## config.mk

```make
export PLATFORM = sky130hd
export DESIGN_NAME = rggen_backdoor_arbiter
export DESIGN_NICKNAME = d
export VERILOG_FILES = /design/src/rtl/rggen_backdoor_arbiter_pkg.sv /design/src/rtl/rggen_backdoor_rr_arbiter.sv /design/src/rtl/rggen_backdoor_arbiter.sv
export SDC_FILE = /design/constraint.sdc
export NUM_CORES = 1
export LEC_CHECK = 0
export BUFFER_PORTS_ARGS = -buffer_cell sky130_fd_sc_hd__buf_2
export CORE_AREA = 2 2 166 168
export CTS_CLUSTER_DIAMETER = 150
export DETAILED_ROUTE_END_ITERATION = 8
export DIE_AREA = 0 0 168 170
export HOLD_SLACK_MARGIN = 0.08
export PLACE_DENSITY_LB_ADDON = 0.15
export SYNTH_ARGS = -nofsm -noshare
export SYNTH_HDL_FRONTEND = slang
export SYNTH_HIERARCHICAL = 1
export SYNTH_SLANG_ARGS = --single-unit
export TNS_END_PERCENT = 5
```

## constraint.sdc

```tcl
create_clock -name i_clk -period 1.46 [get_ports i_clk]
set_input_delay 0.073 -clock i_clk [delete_from_list [all_inputs] [get_ports i_clk]]
set_output_delay 0.073 -clock i_clk [all_outputs]
set_load 0.1 [all_outputs]
```

## src/rtl/rggen_backdoor_arbiter_pkg.sv

```systemverilog
// rggen_backdoor_arbiter_pkg: state encoding and width helper shared by the backdoor arbiter files.
package rggen_backdoor_arbiter_pkg;
   localparam logic [1:0] ST_IDLE    = 2'd0;
   localparam logic [1:0] ST_ACCESS  = 2'd1;
   localparam logic [1:0] ST_PENDING = 2'd2;

   typedef enum logic [1:0] {
      IDLE    = ST_IDLE,
      ACCESS  = ST_ACCESS,
      PENDING = ST_PENDING
   } state_t;

   function automatic int clog2_min1(input int n);
      return (n <= 1) ? 1 : $clog2(n);
   endfunction
endpackage

```

## src/rtl/rggen_backdoor_rr_arbiter.sv

```systemverilog
// rggen_backdoor_rr_arbiter: combinational round-robin pick, searching upward from pointer with wrap.
module rggen_backdoor_rr_arbiter
   import rggen_backdoor_arbiter_pkg::*;
#(
   parameter int CHANNELS = 2,
   localparam int IW = clog2_min1(CHANNELS)
) (
   input  logic [CHANNELS-1:0] request,
   input  logic [IW-1:0]       pointer,
   output logic [CHANNELS-1:0] grant,
   output logic [IW-1:0]       index
);
   logic [IW-1:0] c;
   logic          hit;

   always_comb begin
      grant = '0;
      index = '0;
      hit   = 1'b0;
      c     = '0;
      for (int i = 0; i < CHANNELS; i++) begin
         c = IW'((int'(pointer) + i) % CHANNELS);
         if (!hit && request[c]) begin
            hit      = 1'b1;
            grant[c] = 1'b1;
            index    = c;
         end
      end
   end
endmodule

```

## src/rtl/rggen_backdoor_arbiter.sv

```systemverilog
// rggen_backdoor_arbiter: round-robin multi-channel backdoor access with frontdoor-collision retry.
// Define RGGEN_BACKDOOR_PENDING_TIMEOUT_EN to abort accesses stuck in PENDING for TIMEOUT_CYCLES.
module rggen_backdoor_arbiter
   import rggen_backdoor_arbiter_pkg::*;
#(
   parameter int DATA_WIDTH     = 32,
   parameter int CHANNELS       = 2,
   parameter int TIMEOUT_CYCLES = 256
) (
   input  logic                           i_clk,
   input  logic                           i_rst,
   input  logic                           i_frontdoor_valid,
   input  logic                           i_frontdoor_ready,
   input  logic [CHANNELS-1:0]            i_bd_valid,
   output logic [CHANNELS-1:0]            o_bd_ready,
   output logic                           o_bd_error,
   input  logic [CHANNELS*DATA_WIDTH-1:0] i_bd_read_mask,
   input  logic [CHANNELS*DATA_WIDTH-1:0] i_bd_write_mask,
   input  logic [CHANNELS*DATA_WIDTH-1:0] i_bd_write_data,
   output logic [DATA_WIDTH-1:0]          o_bd_read_data,
   output logic [DATA_WIDTH-1:0]          o_bd_value,
   output logic                           o_backdoor_valid,
   output logic                           o_pending_valid,
   output logic [DATA_WIDTH-1:0]          o_read_mask,
   output logic [DATA_WIDTH-1:0]          o_write_mask,
   output logic [DATA_WIDTH-1:0]          o_write_data,
   input  logic [DATA_WIDTH-1:0]          i_read_data,
   input  logic [DATA_WIDTH-1:0]          i_value
);
   localparam int IW = clog2_min1(CHANNELS);

   if (CHANNELS < 1 || TIMEOUT_CYCLES < 1) begin : g_bad_params
      $error("rggen_backdoor_arbiter: CHANNELS and TIMEOUT_CYCLES must be >= 1");
   end

   state_t              state;
   logic [IW-1:0]       pointer;
   logic [IW-1:0]       index;
   logic [IW-1:0]       pick;
   logic [CHANNELS-1:0] grant;
   logic                done;
   logic                abort;

   rggen_backdoor_rr_arbiter #(.CHANNELS(CHANNELS)) u_rr (
      .request (i_bd_valid),
      .pointer (pointer),
      .grant   (grant),
      .index   (pick)
   );

`ifdef RGGEN_BACKDOOR_PENDING_TIMEOUT_EN
   localparam int TW = $clog2(TIMEOUT_CYCLES + 1);
   logic [TW-1:0] count;

   always_ff @(posedge i_clk)
      if (i_rst || state != PENDING) count <= '0;
      else count <= count + 1'b1;

   // a frontdoor completion in the same cycle wins and leads to a normal retry
   assign abort = state == PENDING && !i_frontdoor_ready && count == TW'(TIMEOUT_CYCLES);
`else
   assign abort = 1'b0;
`endif

   assign done             = state == ACCESS && !i_frontdoor_valid;
   assign o_backdoor_valid = state != IDLE;
   assign o_pending_valid  = state == PENDING;
   assign o_bd_ready       = (done || abort) ? CHANNELS'(1) << index : '0;
   assign o_bd_error       = abort;
   assign o_bd_read_data   = done ? i_read_data : '0;
   assign o_bd_value       = i_value;

   always_ff @(posedge i_clk)
      if (i_rst) begin
         state        <= IDLE;
         pointer      <= '0;
         index        <= '0;
         o_read_mask  <= '0;
         o_write_mask <= '0;
         o_write_data <= '0;
      end else begin
         case (state)
            IDLE:
               if (|grant) begin
                  state        <= ACCESS;
                  index        <= pick;
                  pointer      <= (pick == IW'(CHANNELS - 1)) ? '0 : pick + 1'b1;
                  o_read_mask  <= i_bd_read_mask[pick*DATA_WIDTH +: DATA_WIDTH];
                  o_write_mask <= i_bd_write_mask[pick*DATA_WIDTH +: DATA_WIDTH];
                  o_write_data <= i_bd_write_data[pick*DATA_WIDTH +: DATA_WIDTH];
               end
            ACCESS:
               if (!i_frontdoor_valid) state <= IDLE;
               else if (!i_frontdoor_ready) state <= PENDING;
            PENDING:
               if (i_frontdoor_ready) state <= ACCESS;
               else if (abort) state <= IDLE;
            default: state <= IDLE;
         endcase
      end
endmodule

```

==> reports/summary.md, run 1 <==
The tool flagged a number of max-cap violations equal to 0. Setup violations remaining at the end of the flow were counted as 48. The max-slew violation count is 0. For the arrival time reported for the critical path endpoint, the log shows 1550 ps. The run gives 0 as the sum of overflow across all layers after global routing. For this block, the initial DRC count from the detailed router was 198.

The quantity of I/O buffers inserted on ports is 361. By area the synthesized netlist is led by dfxtp_1, mux2i_1, a21oi_1, a211oi_2, a211oi_1. Counting cells, the worst reg-to-reg path comes to 6.

Clock latency on the worst-skew pair, taken at its later pin, is 350 ps. Counting flops and latches in the post-synthesis netlist gives 100. After synthesis, the share of cell area in mux cells is 18.3%. The startpoint identified for the worst hold timing path is i_bd_write_data[23]. The worst max-slew margin expressed relative to the limit was 65.6%; the fraction of registers with async set or reset after synthesis was 0%. The largest net degree at the start of global routing was 54; the CTS sink count was 100.

Compared with the post-synthesis result, the final layout area differs by 76.0%. The logs give 2010 sq um for the sequential cell area in the final layout and 5260 sq um for the post-synthesis instance area. In the final layout, the multi-input gates occupy 2870 sq um. The logs give 5,585 for the via count of the first global-routing pass and 31.7 mm for the wire length of the first global-routing pass. The tools report the standard cell core area as 26,700 sq um. Placement row count: 60.

The top-level port count is 427. STA classifies the critical path endpoint as an output pin. In this run the remaining antenna-violating nets after routing total 0.

For this run, global-route usage on met1 was measured as 16.7%. The count of unresolved DRC violations after routing was 0; the setup slack of the worst register-to-register path was -30 ps. The time the worst path needs with I/O delays and setup came out at 1630 ps. The tools report the startpoint type of the worst setup path as a flip-flop. TritonCTS built the clock tree.

Detailed routing inserted a total of 5,469 vias. For the met3 capacity usage during global routing, the log shows 3.58%. The run gives 1,199 as the count of nets after finishing. Dividing the detail-routed via count by the number of cells gives 4.26.

The floorplan step set the die width to 168 um. The net count of the mapped netlist is 797. By area, the combinational part of the netlist is dominated by compound AO/OA/AOI/OAI gates.

In this run, synthesis inferred 0 flip-flops with an integrated enable. The count of endpoints failing hold in the final timing report is 0. The tools report the count of warnings emitted by yosys as 6.

Setup repair after global routing could not meet its margin everywhere. Buffers inserted during clock tree synthesis total 9. The worst reg2reg path endpoint is o_write_data[12]$_SDFFE_PP0P_. Of all nets on the critical path, the largest fanout is 8. In this run the static leakage power is 0.00415 uW. Global routing used 14.1% of the available tracks across all layers. Layer with the highest usage: met2. The commonest cells after synthesis are a21oi_1, dfxtp_1, mux2i_1.

The cell sitting at the root of the clock tree is a clkbuf_16. The worst path uses 111% of the clock period. The largest total area in the synthesized netlist belongs to dfxtp_1.

Data on the critical path is required at its endpoint by 1390 ps. The setup slack of the critical path after layout is -165 ps, and the largest stage delay on the critical path is 340 ps. Clock-pin slew was measured on the worst setup and hold paths at 80 ps.

The detailed-route wire length is 21.0 mm. In this run the deepest clock path goes through 2 buffers. Static timing analysis puts the maximum clock frequency at 0.615 GHz. Number of different library cells in the post-synthesis netlist: 27.

The logs give 1 for the number of antenna violations at the first check in global routing and 25.2% for the met2 usage in global routing. The pin slew with the least headroom to its limit was 519 ps; the worst clock skew was 9.28 ps. The clock tree synthesis step divided the H-tree into 3 levels. The final reports fail on setup timing. After Yosys synthesis, full adders, half adders and majority gates account for 0% of the synthesized area. The critical path is of the reg2out type. The gate count of the mapped netlist came out at 535. VDD sags by at most 508 uV.

The wire length per cell after detailed routing was 16.3 um. The signal on the critical path passes through nor2b_4, and2b_4, clkbuf_16, and2_4, buf_12. The run gives 0.717 as the final weighted congestion of routability-driven global placement. Once detailed placement completed, the half-perimeter wirelength came to 15.2 mm. The share of synthesized cell area in and, or, nand and nor gates is 5.44%. The placed instances occupy a cell area of 8010 sq um.

Dividing the synthesized area by the synthesized cell count gives 9.84 sq um. Origin of the worst setup path: state[0]$_SDFFE_PP0P_. Once the floorplan was initialized, standard cells occupied 19.7% of the core. The worst hold path was traced through 3 stages. Class of the most critical hold timing path: in2reg. The tools report the fill cell total of the finished layout as 2,736. The final standard cell area without fillers was 9260 sq um. The run finished, with violations left. The share of synthesized area in the top cell type comes to 38.0%.

The reg-to-reg critical path startpoint is pointer$_SDFFE_PP0P_. The die covers 28,600 sq um. Measured on the finished design, the core utilization comes to 34.8%.

Of the total synthesized cell area, the portion taken by XOR and XNOR cells is 0%. Power spread over the standard cell area amounts to 1240 nW/um^2. The slowest stage of the critical path belongs to the cell dfxtp_2. The number of iterations in the first detailed-routing pass was 4. The top flip-flop cell by instance count after synthesis is dfxtp_1. The share of post-route cells with drive strength above 1 is 55.2%. Endpoint of the worst hold-timing path: o_write_data[23]$_SDFFE_PP0P_. The proportion of synthesized chip area in sequential cells was 38.0%; the share of the synthesized area in compound gates (AO/OA/AOI/OAI) was 27.7%. The height of the chip is 170 um.
==> per-stage QoR <==
step	setup slack, ps	hold slack (ps)	total power, uW	cells	TNS [ps]
detailed placement	-99.0	147	8890	1188	-3620
floorplan	-206	152	7930	535	-5070
global route	-243	80.7	12100	1284	-14530
CTS	-271	80.8	11600	1280	-9420
finish	-165	70.9	11500	1284	-5450
global placement	-87.6	147	8880	1188	-2080
==> repair_timing <==
action | CTS | global route
endpoints found under the setup margin | 117 | 131
gates resized for setup | 35 | 23
gates cloned | 1 | 1
buffers inserted | 1 | 1
pin swaps | 15 | 22
endpoints found under the hold margin | 44 | 1
hold buffers | 74 | 1
==> area by class of cell <==
type | count | area share, %
flip-flops and latches | 100 | 21.7
diodes | 1 | 0.0270
clock inverters | 6 | 0.608
inverters | 2 | 0.108
well taps | 341 | 4.61
multi-input cells | 344 | 31.0
repair buffers | 480 | 39.4
clock buffers | 10 | 2.58
==> power by group <==
part / switching [uW] / total [uW] / internal (uW)
Combinational: 4210 / 5770 / 1560
Clock: 1220 / 2460 / 1240
Sequential: 183 / 3270 / 3090
==> state kept, by name, summed over array words and instances, names as in the netlist <==
name and flops:
o_write_data 32, state 2, o_read_mask 32, o_write_mask 32
pointer 1, index 1
==> layout by cell type, fill, tap and decap left out, drive strengths merged <==
master	instances
nor2b	3
a211oi	96
dlygate4sd3	75
conb	1
a22oi	1
and2b	1
or2	1
and2	33
diode	1
or3	1
dfxtp	100
buf	404
nor3	1
a21boi	3
clkinv	2
a21oi	100
inv	5
o21ai	2
mux2i	96
nand3	2
nor2	3
clkinvlp	1
clkbuf	11
==> routing by layer <==
layer  wire, um  up-vias
met2      10500      216
met3       1420       29
met1       8770     2482
li1           -     2742
met4        261        0
met5          0        -
==> cell families (layout without fill, tap and decap cells) <==
logic type             after synthesis  count (layout)
and+or+nand+nor                     45              45
muxes                               96              96
AOI/OAI and AO/OA                  202             202
DFF                                100             100
buffers and inverters               91             498
other                                1               2
==> critical path: cells and delay by family, from the launching register on <==
kind / cells / cell delay [ps]
AND/OR/NAND/NOR: 3 / 510
buffers and inverters: 2 / 330
flip-flops: 1 / 340
==> how the worst max path moves through the flow <==
stage                                    endpoint  depth (start not counted)  slack (ps)
floorplan                       o_bd_read_data[0]                          3        -210
global placement    o_write_mask[27]$_SDFFE_PP0P_                          5         -90
detailed placement   o_write_mask[4]$_SDFFE_PP0P_                          5        -100
CTS                            o_bd_read_data[12]                          5        -270
global route                   o_bd_read_data[12]                          5        -240
finish                         o_bd_read_data[24]                          5        -170
(Power assumes the default switching activity.)
==> run 2: changes to the inputs <==
--- a/config.mk
+++ b/config.mk
@@ -6,14 +6,13 @@
 export NUM_CORES = 1
 export LEC_CHECK = 0
 export BUFFER_PORTS_ARGS = -buffer_cell sky130_fd_sc_hd__buf_2
-export CORE_AREA = 2 2 166 168
+export CORE_AREA = 2 2 165 167
 export CTS_CLUSTER_DIAMETER = 150
 export DETAILED_ROUTE_END_ITERATION = 8
-export DIE_AREA = 0 0 168 170
+export DIE_AREA = 0 0 167 169
 export HOLD_SLACK_MARGIN = 0.08
 export PLACE_DENSITY_LB_ADDON = 0.15
 export SYNTH_ARGS = -nofsm -noshare
 export SYNTH_HDL_FRONTEND = slang
-export SYNTH_HIERARCHICAL = 1
 export SYNTH_SLANG_ARGS = --single-unit
 export TNS_END_PERCENT = 5
==> reports/summary.md, run 2 <==
The run finished, with violations left. The checks that failed: setup timing. The logs give 2 (unchanged) for the deepest clock path buffer count and 39.9 mm (+26%) for the wire length of the first global-routing pass. Maximum clock frequency: 0.601 GHz (-2.4%). For the top-level port count, the log shows 427 (unchanged). For the CTS sink count, the log shows 100 (unchanged). The quantity of I/O buffers inserted on ports works out to 361 (unchanged). The tightest min-delay check is of the in2out type. The clock transition at the registers of the reported paths was 70 ps (about the same); the net count of the mapped netlist was 914 (+15%). The worst reg2reg path depth is 6 (unchanged), and the number of different library cells in the post-synthesis netlist is 21 (-22%). The count of nets after finishing is 1,415 (+18%). The largest stage delay on the critical path was 380 ps (+40 ps); the x dimension of the die was 167 um (-0.60%). The number of enable flip-flop cells after synthesis works out to 0 (unchanged). The number of antenna violations at the first check in global routing was 2 (+1); the final standard cell area without fillers was 10,200 sq um (+10%).

The count of endpoints failing hold in the final timing report was 0 (unchanged); the worst max-slew margin expressed relative to the limit was 65.2% (-0.45 points). The count of warnings emitted by yosys is 0 (-6). The tools report the arrival time reported for the critical path endpoint as 1590 ps (+40 ps). The depth of the worst hold-timing path works out to 0 (-3). The worst setup path is captured at an output pin. The run gives 6,996 (+28%) as the detailed-route via count. The post-synthesis instance area is 5060 sq um (-3.8%), and the share of the clock period used by the worst path after layout is 114% (+2.7 points).

Compared with the post-synthesis result, the final layout area differs by 102%. The library cells used most frequently in the layout, excluding fill and tap cells, are buf_2, dlygate4sd3_1, nand3_1, dfxtp_1, a31oi_1. The total half-perimeter wirelength after legalization and detailed placement is 17.2 mm (+13%).

Detailed-route wire length: 25.4 mm (+21%). In the post-synthesis netlist, the biggest area contributors are dfxtp_1, nand3_1, a31oi_1, o21ai_0, buf_4. The total stage count of the critical path came out at 5 (unchanged).

The post-synthesis area per instance is 7.77 sq um (-21%), and the overall die area is 28,200 sq um (-1.2%). The gate family responsible for the most delay along the worst path was simple AND/OR/NAND/NOR gates. The maximum resistive drop on vdd was 592 uV (+17%). Leaving out fill and tap cells, the most frequent cell in the layout is buf_2.

Ranked by instance count, the synthesized netlist is headed by nand3_1, dfxtp_1, a31oi_1. The share of the synthesized area in the top cell type was 39.5% (+1.5 points); the placement row count was 60 (unchanged). The number of buffers and inverters on the critical path works out to 2 (unchanged). The cell total after placement is 1,287 (+8.3%).

Effective utilization at floorplan: 19.1% (-0.64 points). For the max-slew violation count, the log shows 0 (unchanged). The startpoint type of the worst setup path is a flip-flop. Summed over all instances, the cell type with the most area after synthesis is dfxtp_1. For the final weighted congestion of routability-driven global placement, the log shows 0.804 (+12%).

The height of the chip works out to 169 um (-0.59%). The run gives 12.4 ps (+3.10 ps) as the worst clock skew. For the number of setup violations in the final report, the log shows 35 (-27%). Category of the most critical setup path: reg2out. The clock insertion delay at the later pin of the skew report came out at 350 ps (about the same). The initial DRC count was 447 (+130%). The logs give -6110 ps (-661 ps) for the final sum of negative setup slack and 36.6 ps (+136 ps) for the worst slack after detailed placement.

Number of nets still failing antenna checks after routing: 0 (unchanged). The sequential cell area in the final layout was 2010 sq um (about the same). Count of unresolved DRC violations after routing: 0 (unchanged). The gate count of the mapped netlist was 652 (+22%).

The final design utilization is 38.5% (+3.8 points). For the proportion of synthesized chip area in sequential cells, the log shows 39.5% (+1.5 points). The total routing resource utilization after global routing came out at 17.6% (+3.6 points).

The number of clock buffers inserted by TritonCTS is 9 (unchanged), and the pin slew with the least headroom to its limit is 526 ps (+6.73 ps). The slowest stage of the critical path is the dfxtp_4 cell. Maximum fanout along the worst path: 17 (+9). The area used by multi-input combinational logic came out at 2520 sq um (-12%). The fraction of registers with async set or reset after synthesis was 0% (unchanged); the maximum level of the CTS H-tree was 3 (unchanged). The leakage power of the design is 0.00442 uW (+6.4%).

Counting stages on the worst path, the most repeated cell is buf_12. The number of flip-flops and latches in the synthesized netlist is 100 (unchanged), and the time the worst path needs with I/O delays and setup is 1660 ps (+39.2 ps). The run gives 7,219 (+29%) as the via count of the first global-routing pass. The most frequent cell after synthesis was nand3_1.

The sum of overflow across all layers after global routing was 0 (unchanged); the standard cell core area was 26,500 sq um (-0.56%). The logs give 1,501 (+17%) for the count of non-filler cells in the finished layout and 5 (+1) for the number of iterations in the first detailed-routing pass. Setup slack of the critical path after layout: -205 ps (-39.2 ps). The largest registers in the layout are o_read_mask x32, o_write_data x32, o_write_mask x32. The max-capacitance violation count is 0 (unchanged), and the share of post-route cells with drive strength above 1 is 40.3% (-15 points). The run gives 7850 sq um (-2.0%) as the cell area reported after detailed placement.

The tools report the fill cell total of the finished layout as 2,677 (-2.2%). The top flip-flop cell by instance count after synthesis is dfxtp_1. The via density per instance was 4.66 (+9.4%). TritonCTS built the clock tree. The root buffer cell was clkbuf_16. The run gives 49 (-9.3%) as the largest net degree at the start of global routing.

The required arrival time at the worst endpoint is 1390 ps (about the same). The total power divided by cell area is 1010 nW/um^2 (-19%). The wire length per cell after detailed routing is 16.9 um (+3.6%). Traced cell by cell, the critical path runs through nor2b_4, and2b_4, buf_12, and2_2, buf_12. Setup repair after global routing could not meet its margin everywhere.
==> run 2: kinds of logic after synthesis <==
logic type      count (synthesis)  share of synthesized area [%]
buf+inv                       111                           13.2
other cells                     1                         0.0741
flops                         100                           39.5
simple gates                  243                           25.3
compound gates                197                           21.9
==> run 2: repair_timing <==
action / in CTS / in global routing
cloned: 1 / 0
hold buffers: 195 / 0
setup endpoints to repair: 36 / 122
pin swaps: 10 / 19
setup buffers: 0 / 0
hold endpoints to repair: 98 / 0
gates resized for setup: 25 / 9
==> run 2: stage by stage <==
| stage | hold slack, ps | power, uW |
|---|---|---|
| 2_1_floorplan | 152 | 6500 |
| 3_3_place_gp | 147 | 7350 |
| 3_5_place_dp | 147 | 7330 |
| 4_1_cts | 147 | 10400 |
| 5_1_grt | 146 | 10800 |
| 6_report | 146 | 10300 |
==> run 2: layout make-up <==
class / instances / area share [%]
antenna: 2 / 0.0490
clock buffer: 10 / 2.34
clock inverter: 6 / 0.687
multi-input combinational: 441 / 24.7
sequential: 100 / 19.7
tap: 341 / 4.18
timing repair buffer: 601 / 48.4
==> run 2: routing by layer <==
| metal | vias to the layer above | part of all wire (%) | wire length, um | track usage (%) |
|---|---|---|---|---|
| met4 | 0 | 2.5 | 635 | 6.07 |
| met5 | - | 0 | 0 | 0 |
| met1 | 3306 | 43 | 10900 | 21.9 |
| met3 | 53 | 6.6 | 1670 | 4.09 |
| li1 | 3354 | - | - | - |
| met2 | 283 | 48 | 12200 | 30.0 |
==> run 2: power breakdown <==
group / leakage (uW) / internal, uW / total [uW] / switching [uW]
registers: 0.000825 / 2980 / 3100 / 121
logic: 0.00344 / 1440 / 4640 / 3200
clock network: 0.000154 / 1400 / 2570 / 1170
==> run 2: path summary, 6_finish.rpt <==
kind	from	endpoint	slack, ps
hold / removal	i_value[1]	o_bd_value[1]	150
hold reg to reg	o_read_mask[17]$_SDFFE_PP0P_	o_read_mask[17]$_SDFFE_PP0P_	500
setup / recovery	state[1]$_SDFFE_PP0P_	o_bd_read_data[2]	-200
setup reg to reg	state[0]$_SDFFE_PP0P_	o_read_mask[26]$_SDFFE_PP0P_	20
